===== src/rtl/seg_scan_scheduler.sv =====
// Shares one hex-to-7-segment decoder across NUM_DIGITS common-anode digits.
// Two requesters (A: game/cursor, B: score/status) write digit values through
// a round-robin arbiter; a scan FSM walks the digits and drives the pins.
// Ports:
//   clk, rst_n                               clock, async active-low reset
//   req_x, addr_x, data_x, blank_x, gnt_x    write port for requester x = a, b
//   dec_number (out), dec_segment (in)       shared decoder, both inverted/low
//   seg_out, digit_en                        registered active-low board pins
module seg_scan_scheduler #(
    parameter int NUM_DIGITS = 4,
    parameter int SCAN_DIV   = 50000,
    parameter int DIV_W      = 16
) (
    input  logic                  clk,
    input  logic                  rst_n,
    input  logic                  req_a,
    input  logic [2:0]            addr_a,
    input  logic [3:0]            data_a,
    input  logic                  blank_a,
    output logic                  gnt_a,
    input  logic                  req_b,
    input  logic [2:0]            addr_b,
    input  logic [3:0]            data_b,
    input  logic                  blank_b,
    output logic                  gnt_b,
    output logic [3:0]            dec_number,
    input  logic [6:0]            dec_segment,
    output logic [6:0]            seg_out,
    output logic [NUM_DIGITS-1:0] digit_en
);

    typedef enum logic [2:0] {
        SETUP,
        SAMPLE,
        SHOW,
        DWELL,
        GAP
    } state_t;

    localparam logic [3:0]       NDIG = 4'(NUM_DIGITS);
    localparam logic [2:0]       LAST = 3'(NUM_DIGITS - 1);
    // DWELL leaves when the incremented count reaches SCAN_DIV-1,
    // giving SCAN_DIV+3 cycles per visit in total.
    localparam logic [DIV_W-1:0] DEND = DIV_W'(SCAN_DIV - 2);

    state_t                state_q;
    state_t                state_d;
    logic [2:0]            idx_q;
    logic [DIV_W-1:0]      cnt_q;
    logic                  prio_q;
    logic [3:0]            val_q [NUM_DIGITS];
    logic [NUM_DIGITS-1:0] blk_q;
    logic                  snap_blk_q;
    logic [3:0]            dec_q;
    logic [6:0]            seg_q;
    logic [NUM_DIGITS-1:0] en_q;

    logic                  wr_en;
    logic                  wr_hit;
    logic [2:0]            wr_addr;
    logic [3:0]            wr_data;
    logic                  wr_blank;
    logic [3:0]            cur_val;
    logic                  cur_blk;
    logic [NUM_DIGITS-1:0] lit;

    // prio_q = 0: A wins a tie; 1: B wins a tie.
    assign gnt_a = rst_n & req_a & (~req_b | ~prio_q);
    assign gnt_b = rst_n & req_b & (~req_a | prio_q);

    always_comb begin
        wr_en    = gnt_a | gnt_b;
        wr_addr  = gnt_a ? addr_a  : addr_b;
        wr_data  = gnt_a ? data_a  : data_b;
        wr_blank = gnt_a ? blank_a : blank_b;
        wr_hit   = wr_en && ({1'b0, wr_addr} < NDIG);
    end

    always_ff @(posedge clk or negedge rst_n) begin
        if (!rst_n) begin
            prio_q <= 1'b0;
        end else if (gnt_a) begin
            prio_q <= 1'b1;
        end else if (gnt_b) begin
            prio_q <= 1'b0;
        end
    end

    always_ff @(posedge clk or negedge rst_n) begin
        if (!rst_n) begin
            for (int i = 0; i < NUM_DIGITS; i++) begin
                val_q[i] <= 4'h0;
            end
            blk_q <= '1;
        end else begin
            for (int i = 0; i < NUM_DIGITS; i++) begin
                if (wr_hit && wr_addr == 3'(i)) begin
                    val_q[i] <= wr_data;
                    blk_q[i] <= wr_blank;
                end
            end
        end
    end

    always_comb begin
        cur_val = 4'h0;
        cur_blk = 1'b1;
        lit     = '1;
        for (int i = 0; i < NUM_DIGITS; i++) begin
            if (idx_q == 3'(i)) begin
                cur_val = val_q[i];
                cur_blk = blk_q[i];
                lit[i]  = 1'b0;
            end
        end
    end

    always_ff @(posedge clk or negedge rst_n) begin
        if (!rst_n) begin
            state_q <= SETUP;
        end else begin
            state_q <= state_d;
        end
    end

    always_comb begin
        state_d = state_q;
        unique case (state_q)
            SETUP:   state_d = SAMPLE;
            SAMPLE:  state_d = SHOW;
            SHOW:    state_d = DWELL;
            DWELL: begin
                if (cnt_q == DEND) begin
                    state_d = GAP;
                end
            end
            GAP:     state_d = SETUP;
            default: state_d = SETUP;
        endcase
    end

    // dec_q doubles as the value snapshot; a write landing on the SETUP
    // edge is not seen because cur_val is read before that edge commits.
    always_ff @(posedge clk or negedge rst_n) begin
        if (!rst_n) begin
            idx_q      <= 3'd0;
            cnt_q      <= '0;
            dec_q      <= 4'hF;
            snap_blk_q <= 1'b1;
            seg_q      <= 7'h7F;
            en_q       <= '1;
        end else begin
            unique case (state_q)
                SETUP: begin
                    dec_q      <= ~cur_val;
                    snap_blk_q <= cur_blk;
                end
                SAMPLE: begin
                end
                SHOW: begin
                    seg_q <= snap_blk_q ? 7'h7F : dec_segment;
                    en_q  <= snap_blk_q ? '1 : lit;
                    cnt_q <= '0;
                end
                DWELL: begin
                    cnt_q <= cnt_q + 1'b1;
                end
                GAP: begin
                    en_q  <= '1;
                    idx_q <= (idx_q == LAST) ? 3'd0 : idx_q + 3'd1;
                end
                default: begin
                end
            endcase
        end
    end

    assign dec_number = dec_q;
    assign seg_out    = seg_q;
    assign digit_en   = en_q;

endmodule


===== config.mk =====
export PLATFORM = sky130hd
export DESIGN_NAME = seg_scan_scheduler
export DESIGN_NICKNAME = d
export VERILOG_FILES = /design/src/rtl/seg_scan_scheduler.sv
export SDC_FILE = /design/constraint.sdc
export NUM_CORES = 1
export LEC_CHECK = 0
export ABC_AREA = 1
export BUFFER_PORTS_ARGS = -buffer_cell sky130_fd_sc_hd__buf_2
export CAP_MARGIN = 20
export CORE_ASPECT_RATIO = 1.1
export CORE_MARGIN = 2
export CORE_UTILIZATION = 57
export DETAILED_ROUTE_END_ITERATION = 6
export MAX_ROUTING_LAYER = met4
export PLACE_DENSITY = 0.86
export SLEW_MARGIN = 30
export SYNTH_ARGS = -nofsm -noshare
export SYNTH_HDL_FRONTEND = slang
export SYNTH_SLANG_ARGS = --single-unit

===== constraint.sdc =====
create_clock -name clk -period 1.4 [get_ports clk]
set_input_delay 0.21 -clock clk [delete_from_list [all_inputs] [get_ports clk]]
set_output_delay 0.21 -clock clk [all_outputs]
set_load 0.005 [all_outputs]

### Word-level counts from Yosys, hierarchy flattened

Cells that the tools add are included.

* word-level logic and storage cells: 77
* output and inout port bits: 17
* input bits: 27
* flip-flop bits (word level): 59

* equality and inequality tests: 12
* reductions and logical operators: 11
* muxes and demuxes: 24
* bitwise operators: 11
* $lt $le $gt $ge: 1
* add/sub/neg operators: 2

Operators by type and width (count)
* case mux 16 bit (2 select lines): 1
* two-way mux 4 bit: 6
* equality test 3 x 2 -> 1 bit, second input constant: 6
* adder 16 x 1 -> 16 bit, second input constant: 1
* equality test 16 bit, second input constant: 1
* case mux 3 bit (4 select lines): 1
* two-way mux 1 bit: 11
* equality test 3 x 1 -> 1 bit, second input constant: 3
* zero test 3 bit: 3
* two-way mux 3 bit: 3
* case mux 4 bit (2 select lines): 1
* two-way mux 7 bit: 1
* nonzero test 2 bit: 3
* logical AND 1 bit: 5
* AND 1 bit: 4
* NOT 4 bit: 1
* adder 3 x 1 -> 3 bit, second input constant: 1
* equality test 3 bit, second input constant: 1
* < comparator 3 bit, second input constant: 1
* NOT 1 bit: 3
* OR 1 bit: 3
* inequality test 2 bit, second input constant: 1

### Depth between registers and ports, before layout

Gate-level depths: netlist of the first run.

* depth after elaboration: 7
* depth in mapped cells: 9
* depth with buffers taken out: 9

### Worst setup path after synthesis of the first run

OpenSTA, ideal clock, no wires.

* kind: reg-to-reg
* start point: register idx_q[1]
* end point: register dec_q[0], in the netlist dec_number[0]
* arrival: 1.220 ns
* path slack: 0.104 ns
* path buffers: 0
* period minus slack after synthesis: 1.296 ns
* data required time: 1.324 ns
* library setup time: 0.076 ns
* cell stages (with the launch flop): 10
* cells stage by stage: dfrtp_1 inv_1 ha_1 inv_1 nor2_1 nand2_1 nand3_1 nand3_1 nand2_1 nand2_1

* cells in the longest elaborated chain, start to end: 6
* elaborated cells between the ends (all ways): 9
* classes of those cells: eq/ne: 3; mux: 4; bitwise: 1; reduce/logical: 1

RTL lines
* start, declared: RTL line 48 `logic [2:0] idx_q;`
* start signal, assigned: RTL line 170 `idx_q <= (idx_q == LAST) ? 3'd0 : idx_q + 3'd1;`
* zero test 3 bit: RTL line 110 `if (idx_q == 3'(i)) begin`
* two-way mux 4 bit (3 in a row): RTL line 110
* two-way mux 4 bit (*): RTL line 110
* NOT 4 bit (*): RTL line 155 `dec_q <= ~cur_val;`
* end signal, assigned: RTL line 155
* end, declared: RTL line 54 `logic [3:0] dec_q;`

Mark *: on every way between the ends. The rest lies on a longest branch, timed or not.
A chain may end at the register's enable or synchronous reset.

### Worst setup path in the final report of the first run

* start point: register idx_q[0]
* end point: register snap_blk_q

* cells in the longest elaborated chain, start to end: 5
* elaborated cells between the ends (all ways): 8
* classes of those cells: eq/ne: 3; mux: 4; reduce/logical: 1

RTL lines
* zero test 3 bit: RTL line 110
* two-way mux 1 bit (3 in a row): RTL line 110
* two-way mux 1 bit (*): RTL line 110
* end signal, assigned: RTL line 156 `snap_blk_q <= cur_blk;`
* end, declared: RTL line 53 `logic snap_blk_q;`

Marked as above.

==> results of run 1 <==
cell type report:
class / instances / area (um^2) / area share
multi-input cells: 301 / 1620 / 0.403
flip-flops and latches: 59 / 1510 / 0.375
repair buffers: 76 / 489 / 0.122
clock buffers: 13 / 149 / 0.0370
inverters: 38 / 143 / 0.0355
well taps: 75 / 93.8 / 0.0233
clock inverters: 3 / 15.0 / 0.00374
diodes: 1 / 2.50 / 0.000623
per-layer routing:
| metal | vias to the layer above | track usage | wire length (um) |
|---|---|---|---|
| li1 | 1503 | - | - |
| met1 | 1462 | 0.310 | 3280 |
| met2 | 108 | 0.436 | 3920 |
| met3 | 17 | 0.0331 | 352 |
| met4 | 0 | 0.123 | 106 |
| met5 | - | - | 0 |
synthesized netlist by cell type (all sizes together):
| library cell | count |
|---|---|
| a21oi | 9 |
| a31oi | 4 |
| buf | 10 |
| clkbuf | 1 |
| dfrtp | 39 |
| dfstp | 20 |
| ha | 6 |
| inv | 38 |
| nand2 | 146 |
| nand3 | 35 |
| nand4 | 26 |
| nor2 | 37 |
| nor3 | 2 |
| o21ai | 29 |
| o21bai | 1 |
| o22ai | 2 |
| or2 | 4 |
worst max path at each step:
stage | startpoint | endpoint | slack [ps]
6_report | idx_q[0] | snap_blk_q | 9
3_3_place_gp | prio_q | val_q[13] | -80
3_5_place_dp | prio_q | val_q[2] | -170
4_1_cts | prio_q | gnt_b | -10
2_1_floorplan | idx_q[1] | dec_number[0] | 100
5_1_grt | idx_q[1] | dec_number[3] | -80
power breakdown:
part | leakage (nW) | switching, mW | total [mW] | internal, mW
logic | 1.23 | 0.389 | 0.679 | 0.290
clock network | 0.0872 | 0.639 | 1.32 | 0.683
registers | 0.698 | 0.157 | 2.13 | 1.97
total | 2.01 | 1.18 | 4.13 | 2.94
logic make-up (layout without fill, tap and decap cells):
| group | after synthesis | after routing |
|---|---|---|
| compound gates | 45 | 45 |
| flops | 59 | 59 |
| simple gates | 250 | 250 |
| other cells | 0 | 1 |
| fa+ha+maj | 6 | 6 |
| buf+inv | 49 | 130 |
flip-flops by register name (all words and copies together) (netlist names):
name / cells
dec_number: 4
prio_q: 1
seg_out: 7
blk_q: 4
digit_en: 4
snap_blk_q: 1
cnt_q: 16
val_q: 16
state_q: 3
idx_q: 3
placed cells by master (no fill, tap or decap), types with 4 or more instances in the layout:
cell type and instances:
a21oi_1 7, a31oi_1 4, buf_2 42, buf_4 30, clkbuf_8 10, dfrtp_1 36
dfstp_2 20, inv_1 31, inv_2 7, nand2_1 131, nand2_2 11, nand2_4 4
nand3_1 19, nand3_2 14, nand4_1 26, nor2_1 28, nor2_2 6, o21ai_0 26
or2_2 4
worst max-delay path: cells and delay by family, from the launching register on:
family	cells	cell delay (ps)
AND/OR/NAND/NOR	6	460
buffers and inverters	2	270
adder cells (fa/ha/maj)	1	160
flip-flops	1	430
timing repair:
item,in CTS,in global routing
pin swaps,2,23
setup buffers,1,8
gates cloned,0,0
setup endpoints to repair,27,34
gates resized for setup,15,55
through the flow:
step	instance area, um^2	worst slack (ps)	hold WS, ps	setup TNS (ps)
4_1_cts	3750	-11.2	120	-18.2
2_1_floorplan	3120	104	-85.6	0
3_3_place_gp	3520	-82.0	455	-1300
5_1_grt	4020	-82.2	133	-605
3_5_place_dp	3520	-169	448	-3080
6_report	4020	8.98	94.4	0
==> flow_metrics.py, run 1 <==
metrics = {
    "outcome": {
        "outcome": "complete, no violations",
    },
    "synth": {
        "ys_seq_area_frac": 0.481,
        "synth_cell_types": 24,
        "synthesis.area_um2": 3120,
        "muxShareOfSynthArea": 0,
        "synthesis.instances": 409,
        "synth_compound_area_frac": 0.0814,
        "synth_top_area_share": 0.313,
        "synth_nets": 442,
        "synth-warning-count": 0,
        "synth-simple-area-share": 0.341,
        "avgSynthCellArea_um2": 7.63,
        "synth_top_family_by_area": "simple AND/OR/NAND/NOR gates",
        "synth_area_leader_cell": "dfrtp_1",
        "synth_fa_ha_area_frac": 0.0241,
        "synth_xor_area_frac": 0,
        "synth_area_leaders": "dfrtp_1 (31%), nand2_1 (17%), dfstp_2 (17%)",
        "ys_ff_latch": 59,
    },
    "worst_setup_path": {
        "r2r-end": "snap_blk_q",
        "cp.arrival_ps": 1660,
        "critPathCaptureType": "register",
        "r2r_start": "idx_q[0]",
        "cp_max_fo": 3,
        "crit_path_start_kind": "register",
        "crit_type": "register to register",
        "reg2reg_depth": 9,
        "worst-r2r-setup-slack_ps": 9,
        "critPathMaxStageDelay_ps": 430,
        "path_cells": "buf_4, ha_4, buf_4, nor2_2, nand2_2, nand3_2, nand3_2, nand2_2, nand2_1",
        "worstPathRequired_ps": 1670,
        "slowest_stage": "dfrtp_2",
    },
    "grt": {
        "antenna_found_initial": 0,
        "grt_pass1_wl_um": 11900,
        "globalRouteOverflowTotal": 0,
        "groute.usage.overall": 0.260,
        "grt_max_degree": 60,
        "grt_pass1_vias": 2780,
    },
    "detailed_routing": {
        "vias": 3090,
        "vias_per_cell": 5.46,
        "drcViolationCount": 0,
        "dr.pass1.iters": 5,
        "wl_um": 7670,
        "first_iter_violations": 197,
        "final_antenna_net_count": 0,
        "post_drt_wl_per_cell_um": 13.5,
    },
    "clock_tree": {
        "htreeDepth": 3,
        "clockRootBuffer": "clkbuf_8",
        "cts_max_path_buffers": 2,
        "numCtsBuffers": 9,
        "cts_hold_buf": 0,
        "worstSkewPairLatency_ps": 340,
        "clk_pin_slew_ps": 70,
        "cts_sinks": 59,
        "cts_tree": "built",
    },
    "timing": {
        "hold_viol_final": 0,
        "fmax_ghz": 0.719,
        "worst_pin_slew_ps": 724,
        "min_period_over_period": 0.994,
        "slew_headroom": 0.517,
        "maxSlewViolCount": 0,
        "fin_crit_ps": 1390,
        "skew_ps": 12.9,
        "rsz0062_at_grt": "yes",
        "setup_viol": 0,
    },
    "layout": {
        "final_cells": 566,
        "postLayoutCoreUtil": 0.755,
        "fillCellCount": 391,
        "layout-drive-gt1-share": 0.345,
        "syn2layout_area_growth_pct": 28.8,
        "final_nets": 518,
    },
    "floorplan": {
        "die_y_um": 81.6,
        "die_w_um": 74.5,
        "die-area_um2": 6080,
        "start_util": 0.586,
        "core-area_um2": 5330,
        "fp-row-count": 28,
        "ios": 44,
    },
    "placement": {
        "io_buffers": 43,
        "dp_hpwl_um": 5250,
        "dp.cells": 540,
        "place_congestion": 0.900,
    },
    "hold_path": {
        "hp-class": "input port to async pin",
    },
    "power": {
        "powerDensity_nw_per_um2": 1030,
        "power_mw": 4.13,
        "leakagePower_nw": 2.01,
        "ir_drop_uv": 716,
    },
    "run": {
        "max_cap_viol_count": 0,
    },
}
No activity file was read; power rests on OpenSTA's default activity.
==> run 2, diff against run 1 <==
- CORE_ASPECT_RATIO: 1.1 -> 1.5
- CORE_UTILIZATION: 57 -> 61
- PLACE_DENSITY: 0.86 -> 0.91
- clock period: 1.4 -> 1.7 ns (I/O delays scaled with it)
==> run 2 against run 1 <==
  * Critical path depth fell by 3
  * Die area fell by 6.0%
  * Sequential share of layout area rose by 3.2 points
  * Non-clock buffer count fell by 20
  * Register-to-register slack improved by 120 ps
  * Sequential power fell by 18%
  * Total power fell by 11%
  * Maximum frequency fell by 12%
  * Flip-flop and latch count did not move
  * Critical endpoint is now val_q[14]
  * Highest routed layer unchanged
==> flow_metrics.py, run 2 (synthesis gave the netlist of run 1 again) <==
metrics = {
    "outcome": {
        "outcome": "complete, no violations",
    },
    "hold_path": {
        "hp-class": "input port to register",
        "hold_depth": 3,
    },
    "timing": {
        "setup_viol": 0,
        "tns_ps": 0,
        "hold_viol_final": 0,
        "holdWs_ps": 148,
        "fin_crit_ps": 1570,
        "min_period_over_period": 0.926,
        "fmax_ghz": 0.635,
        "slew_headroom": 0.539,
        "skew_ps": 10.5,
        "worst_pin_slew_ps": 692,
        "maxSlewViolCount": 0,
    },
    "power": {
        "p_int_mw": 2.67,
        "power_frac_seq": 0.475,
        "power_frac_comb": 0.132,
        "leakagePower_nw": 1.89,
        "ir_drop_uv": 605,
        "switchingPower_mw": 1.01,
        "switching_share": 0.274,
        "powerDensity_nw_per_um2": 995,
        "clkPwrFrac": 0.393,
    },
    "placement": {
        "io_buffers": 43,
        "dp_hpwl_um": 5550,
        "place_congestion": 0.924,
    },
    "grt": {
        "groute.usage.overall": 0.306,
        "antenna_found_initial": 0,
        "grt_pass1_wl_um": 13100,
        "grt_max_degree": 59,
        "globalRouteOverflowTotal": 0,
        "grt_pass1_vias": 2971,
    },
    "layout": {
        "antenna_cells": 0,
        "layout-drive-gt1-share": 0.219,
        "final_common_cell": "nand2_1",
        "final_cell_mix": "nand2_1 (143), buf_2 (43), dfrtp_1 (39)",
        "syn2layout_area_growth_pct": 18.4,
        "final_nets": 498,
    },
    "clock_tree": {
        "numCtsBuffers": 9,
        "clk_pin_slew_ps": 70,
        "cts_tree": "built",
        "cts_max_path_buffers": 2,
        "htreeDepth": 3,
        "clockRootBuffer": "clkbuf_8",
        "worstSkewPairLatency_ps": 350,
        "cts_sinks": 59,
    },
    "floorplan": {
        "fp-row-count": 31,
        "die_w_um": 62.4,
        "die_y_um": 91.6,
        "die-area_um2": 5710,
        "ios": 44,
        "core-area_um2": 4890,
        "start_util": 0.638,
    },
    "worst_setup_path": {
        "critPathMaxStageDelay_ps": 420,
        "crit_type": "register to register",
        "crit_path_start_kind": "register",
        "reg2reg_depth": 6,
        "cp_common_cell": "nand2_1",
        "cp.arrival_ps": 1800,
        "critPathCaptureType": "register",
        "slowest_stage": "dfrtp_1",
        "critical_path_depth": 6,
        "cp_top_family": "simple AND/OR/NAND/NOR gates",
        "worstPathRequired_ps": 1920,
        "crit_buf_inv": 0,
        "cp_max_fo": 18,
        "path_cells": "a21oi_4, nand2_1, nand2_4, nand3_1, nand2_1, nand2_1",
    },
    "detailed_routing": {
        "vias_per_cell": 5.60,
        "vias": 3002,
        "dr.pass1.iters": 5,
        "first_iter_violations": 247,
        "final_antenna_net_count": 0,
        "drcViolationCount": 0,
        "post_drt_wl_per_cell_um": 14.7,
        "wl_um": 7860,
    },
    "run": {
        "max_cap_viol_count": 0,
    },
}
-- run 2: final cells by class --
class                   instances  area, um^2
fillers                       355        1190
clock buffers                  10         138
clock inverters                 6        88.8
flip-flops and latches         59        1500
multi-input cells             301        1420
well taps                      66        82.6
repair buffers                 56         315
inverters                      38         143
-- run 2: final timing paths --
path | from | endpoint | slack, ps
max reg2reg | prio_q | val_q[14] | 130
min in group asynchronous | rst_n | cnt_q[3] | 160
min | dec_segment[0] | seg_out[0] | 150
max in group asynchronous | rst_n | cnt_q[8] | 1090
min reg2reg | val_q[9] | val_q[9] | 470
max | prio_q | val_q[14] | 130
-- run 2: metal layers --
metal | wire (um) | global-route usage | up-vias
met2 | 4420 | 0.560 | 102
met3 | 327 | 0.0520 | 41
li1 | - | - | 1451
met4 | 347 | 0.183 | 0
met1 | 2770 | 0.298 | 1408
met5 | 0 | - | -
-- run 2: power by group through the flow --
stage	Sequential, mW	Clock (mW)	Combinational, mW
finish	1.74	1.44	0.485
global route	1.76	1.51	0.547
CTS	1.74	1.45	0.473
detailed placement	1.75	0	0.441
global placement	1.75	0	0.422
floorplan	1.72	0	0.303
-- run 2: metrics by stage --
stage	instance area (um^2)	setup slack (ps)	std cells	utilization	total power [mW]
2_1_floorplan	3120	404	409	-	2.02
3_3_place_gp	3410	-25.6	517	0.697	2.17
3_5_place_dp	3410	-132	517	0.697	2.19
4_1_cts	3670	65.6	536	0.751	3.66
5_1_grt	3690	-6.38	536	0.756	3.82
6_report	3690	125	536	0.756	3.68
-- run 2: timing repair --
action                                 4_1_cts  5_1_grt
setup endpoints to repair                   14       25
hold buffers                                 1        0
pin swaps                                    1        1
endpoints found under the hold margin        1        0
buffers inserted                             2        0
gates resized for setup                      2        5
-- run 2: worst register-to-register path, delay by kind of cell (launching register included) --
family | cells | cell delay [ps]
simple gates | 5 | 750
compound gates | 1 | 270
flops | 1 | 420
